### src/rtl/rf_write_arbiter.sv
// rf_write_arbiter
//   Shares the single write port of the register file between two requesters
//   (0 = bus-side master, 1 = core writeback) with round-robin arbitration.
//   Accepted writes inside BASE..BASE+NREG-1 are driven to the register file
//   one cycle after acceptance. Out-of-window writes raise a one-cycle err
//   pulse instead. Committed writes are counted.
//
// Ports
//   clk, reset_n              clock (rising edge), async active-low reset
//   req0_valid/addr/data      requester 0 write request
//   req0_ready                requester 0 accepted this cycle (combinational)
//   req1_valid/addr/data      requester 1 write request
//   req1_ready                requester 1 accepted this cycle (combinational)
//   W_addr, wData, we         registered register-file write port
//   err                       one-cycle pulse for an out-of-window accepted write
//   last_gnt                  index of the most recently granted requester
//   wr_cnt                    committed-write count, wraps modulo 2^CW
module rf_write_arbiter #(
  parameter int              AW   = 16,
  parameter int              DW   = 64,
  parameter logic [AW-1:0]   BASE = 16'h0100,
  parameter int              NREG = 10,
  parameter int              CW   = 16
) (
  input  logic          clk,
  input  logic          reset_n,
  input  logic          req0_valid,
  input  logic [AW-1:0] req0_addr,
  input  logic [DW-1:0] req0_data,
  output logic          req0_ready,
  input  logic          req1_valid,
  input  logic [AW-1:0] req1_addr,
  input  logic [DW-1:0] req1_data,
  output logic          req1_ready,
  output logic [AW-1:0] W_addr,
  output logic [DW-1:0] wData,
  output logic          we,
  output logic          err,
  output logic          last_gnt,
  output logic [CW-1:0] wr_cnt
);

  localparam logic [AW-1:0] LAST = BASE + AW'(NREG - 1);

  logic          gnt0;
  logic          gnt1;
  logic          accept;
  logic          in_win;
  logic [AW-1:0] sel_addr;
  logic [DW-1:0] sel_data;

  // A sole requester always wins; under contention the one that did not win
  // last time wins. Readies are forced low while reset is asserted.
  always_comb begin
    gnt0     = reset_n && req0_valid && (!req1_valid || last_gnt);
    gnt1     = reset_n && req1_valid && (!req0_valid || !last_gnt);
    accept   = gnt0 || gnt1;
    sel_addr = gnt1 ? req1_addr : req0_addr;
    sel_data = gnt1 ? req1_data : req0_data;
    in_win   = (sel_addr >= BASE) && (sel_addr <= LAST);
  end

  assign req0_ready = gnt0;
  assign req1_ready = gnt1;

  always_ff @(posedge clk or negedge reset_n) begin
    if (!reset_n) begin
      W_addr   <= '0;
      wData    <= '0;
      we       <= 1'b0;
      err      <= 1'b0;
      last_gnt <= 1'b1;
      wr_cnt   <= '0;
    end else begin
      we  <= 1'b0;
      err <= 1'b0;
      if (accept) begin
        last_gnt <= gnt1;
        if (in_win) begin
          W_addr <= sel_addr;
          wData  <= sel_data;
          we     <= 1'b1;
          wr_cnt <= wr_cnt + CW'(1);
        end else begin
          err <= 1'b1;
        end
      end
    end
  end

endmodule

### config.mk
export PLATFORM = sky130hd
export DESIGN_NAME = rf_write_arbiter
export DESIGN_NICKNAME = d
export VERILOG_FILES = /design/src/rtl/rf_write_arbiter.sv
export SDC_FILE = /design/constraint.sdc
export NUM_CORES = 1
export LEC_CHECK = 0
export BUFFER_PORTS_ARGS = -buffer_cell sky130_fd_sc_hd__buf_2
export CORE_MARGIN = 5
export CORE_UTILIZATION = 47
export DETAILED_ROUTE_END_ITERATION = 10
export PLACE_DENSITY = 0.86
export SKIP_LAST_GASP = 1
export SLEW_MARGIN = 40
export SYNTH_ARGS = -nofsm -noshare
export SYNTH_HDL_FRONTEND = slang
export SYNTH_SLANG_ARGS = --single-unit
### constraint.sdc
create_clock -name clk -period 5 [get_ports clk]
set_input_delay 0.5 -clock clk [delete_from_list [all_inputs] [get_ports clk]]
set_output_delay 0.5 -clock clk [all_outputs]
set_load 0.005 [all_outputs]
==> metrics.md <==
| Metric | Value |
|---|---|
| Outcome | `finished clean` |
| Fraction of layout cells with a size suffix above 1 | `39.0%` |
| Netlist Area Pre-Place | `0.00437 sq mm` |
| Port Buffers | `264` |
| Yosys top cell area share | `56.2%` |
| Dpl ws | `~2.0 ns` |
| Largest area contributor in the netlist | `dfrtp_1` |
| Startpoint Class | `input port` |
| Starting DRC count in detailed routing | `roughly 240` |
| DRC | `0` |
| Final WS setup | `2.47 ns` |
| First-pass GRT wire length | `20500 microns` |
| Vias/cell | `approximately 5.2` |
| Placed Cells | `838` |
| Initial antenna violation count | `0` |
| Clock share of power | `about a third` |
| Clock period minus final worst setup slack | `between 2 and 3 ns` |
| # setup viols final | `0` |
| FP Rows | `35` |
| Final period utilization | `50.7%` |
| # clock sinks | `99` |
| Finished Layout Cells | `855` |
| Worst-margin pin slew | `0.760 ns` |
| Global route total overflow | `0` |
| Sequential share of the synthesized area | `56.8%` |
| Power density cells | `239 mW/mm^2` |
| Synth top area cells | `dfrtp_1 (56%), nand2_1 (12%), a31oi_1 (9.5%), nor2_1 (7.1%), xnor2_1 (2.8%)` |
| Clk slew on worst S/H paths | `approximately 0.1 ns` |
| Final GP Congestion | `between 0.8 and 0.9` |
| Number of flops mapped to enable cells by yosys | `0` |
| Worst EP required | `5.23 ns` |
| Clock skew | `0.0185 ns` |
| Clock tree root driver cell | `clkbuf_8` |
| VDD IR max | `0.109 mV` |
| Number of buffers created by CTS | `9` |
| Hold WS | `0.107 ns` |
| RSZ-0062 raised after global routing | `false` |
| # Max-Cap Violations | `0` |
| All-layer global routing usage | `22.7%` |
| Crit-path max FO | `95` |
| DRT Pass-1 Iters | `4` |
| Final instance area | `0.00593 sq mm` |
| Comb power frac | `11.2%` |
| Final Hold Viols | `0` |
| Layout Nets | `about 900` |
| IO Pins | `265` |
| Net switching power | `0.000359 W` |
| Final TNS setup | `0 ns` |
| Top cells by count, synth | `nand2_1 (141), dfrtp_1 (98), nor2_1 (83)` |
| Post-CTS Hold Buffers | `0` |
| WP data arrival | `2.77 ns` |
| ANT nets after route | `0` |
| Syn-to-layout area delta | `35.8%` |
| Largest net degree at the start of global routing | `96` |
| Synthesized flop and latch total | `99` |
| Post-Syn Instances | `491` |
| Clk_lat worst skew | `0.36 ns` |
| Clk buf depth | `2` |
| Postcts setup bufs | `0` |
| Hpwl dp | `10300 microns` |
| Core area | `0.00915 sq mm` |
| Yosys cell types | `28` |
| Final Max Tran Viols | `0` |
| DIE WIDTH | `106 microns` |
| Worst setup EP type | `flip-flop` |
| WL/cell | `15.5 microns` |
| Post-Route WL | `13200 microns` |
| Internal power | `0.00106 W` |
| WS Path Type | `in2reg` |
| H-tree levels | `3` |
| Leak | `around 3.4 nW` |
| Vias in the first global route | `around 4400` |
| Initial core utilization | `47.7%` |
| Diode count | `0` |
| CTS tree | `yes` |
| Post-CTS Resized | `0` |
| Async set-reset flop share out of synthesis | `100%` |
| Area after DPL | `0.00574 sq mm` |
| Sw Ratio | `25.3%` |
| Via count | `4485` |
| DIE AREA | `~0.011 sq mm` |
| Syn. warnings | `0` |
| Flop pwr share | `57.2%` |
| Top-count cell post-synth | `nand2_1` |
| Worst hold path class | `in2async` |
| Avg Synthesized Cell Area | `8.89 sq um` |
| Fmax | `0.395 GHz` |
| Max_slew headroom | `between 40 and 50%` |
| Main flop type after synthesis | `dfrtp_1` |
| Syn_nets | `around 660` |
| Die height | `106 microns` |
==> critical path, cell delays in order <==
cell and delay (ns):
buf_4 0.43, nand3_2 0.20, buf_4 0.41, o32ai_4 0.46
buf_12 0.34, mux2_2 0.37
==> placed cells by master (no fill, tap or decap), drive strengths merged, types with 2 or more instances in the layout <==
master    instances
nor4b             2
clkinvlp          4
nand4             6
a31oi            66
nand3             6
nor2             83
dfrtp            98
xnor2            14
a21oi             4
clkbuf           10
o21ai             2
clkinv            2
nor4              4
and3              5
nand2           141
mux2i             3
buf             269
inv              14
==> power by group through the flow <==
stage | logic, W | clock network [W] | registers (W)
detailed placement | 0.000158 | 0 | 0.000826
global placement | 0.000151 | 0 | 0.000826
finish | 0.000158 | 0.000449 | 0.000810
floorplan | 0.0000545 | 0 | 0.000826
global route | 0.000178 | 0.000498 | 0.000811
CTS | 0.000158 | 0.000462 | 0.000810
==> state kept, by name, indices dropped and copies added (netlist names) <==
signal    count
last_gnt      1
we            1
err           1
wData        64
wr_cnt       16
W_addr       16
==> worst paths after layout <==
check,start,endpoint,slack (ns),cells after the start
worst max-delay path,reset_n,wr_cnt[1],2.47,6
worst min-delay path,reset_n,W_addr[13],0.11,1
worst max register to register,last_gnt,wr_cnt[1],2.66,6
worst min register to register,wr_cnt[15],wr_cnt[15],0.48,1
max in group asynchronous,reset_n,wData[13],3.92,3
min in group clk,req0_valid,last_gnt,0.34,2
==> logic make-up after synthesis <==
| group | synth area share, % |
|---|---|
| flip-flops | 56.8 |
| buffers and inverters | 4.99 |
| adder cells (fa/ha/maj) | 0.286 |
| XOR/XNOR | 3.01 |
| AO/OA/AOI/OAI | 11.0 |
| multiplexers | 0.946 |
| AND/OR/NAND/NOR | 23.0 |
==> layout make-up <==
cell class                 count  area (sq um)
clock buffer                  10           128
clock inverter                 6          43.8
fill                         782          3220
inverter                      14          55.1
multi-input combinational    346          1690
sequential                    99          2480
tap                          111           139
timing repair buffer         269          1400
==> per-layer routing <==
layer | GRT usage (%) | wire, microns | share of wire (%)
met5 | 0 | 0 | 0
met1 | 25.8 | 5010 | 38
met4 | 9.16 | 402 | 3.0
met2 | 40.3 | 6740 | 51
met3 | 6.19 | 1080 | 8.2
==> metrics by stage <==
stage / util (%) / total power (W)
3_5_place_dp: 62.7 / 0.000984
4_1_cts: 64.6 / 0.00143
5_1_grt: 64.8 / 0.00149
3_3_place_gp: 62.7 / 0.000977
2_1_floorplan: - / 0.000881
6_report: 64.8 / 0.00142
Power figures use the tool's default switching activity.
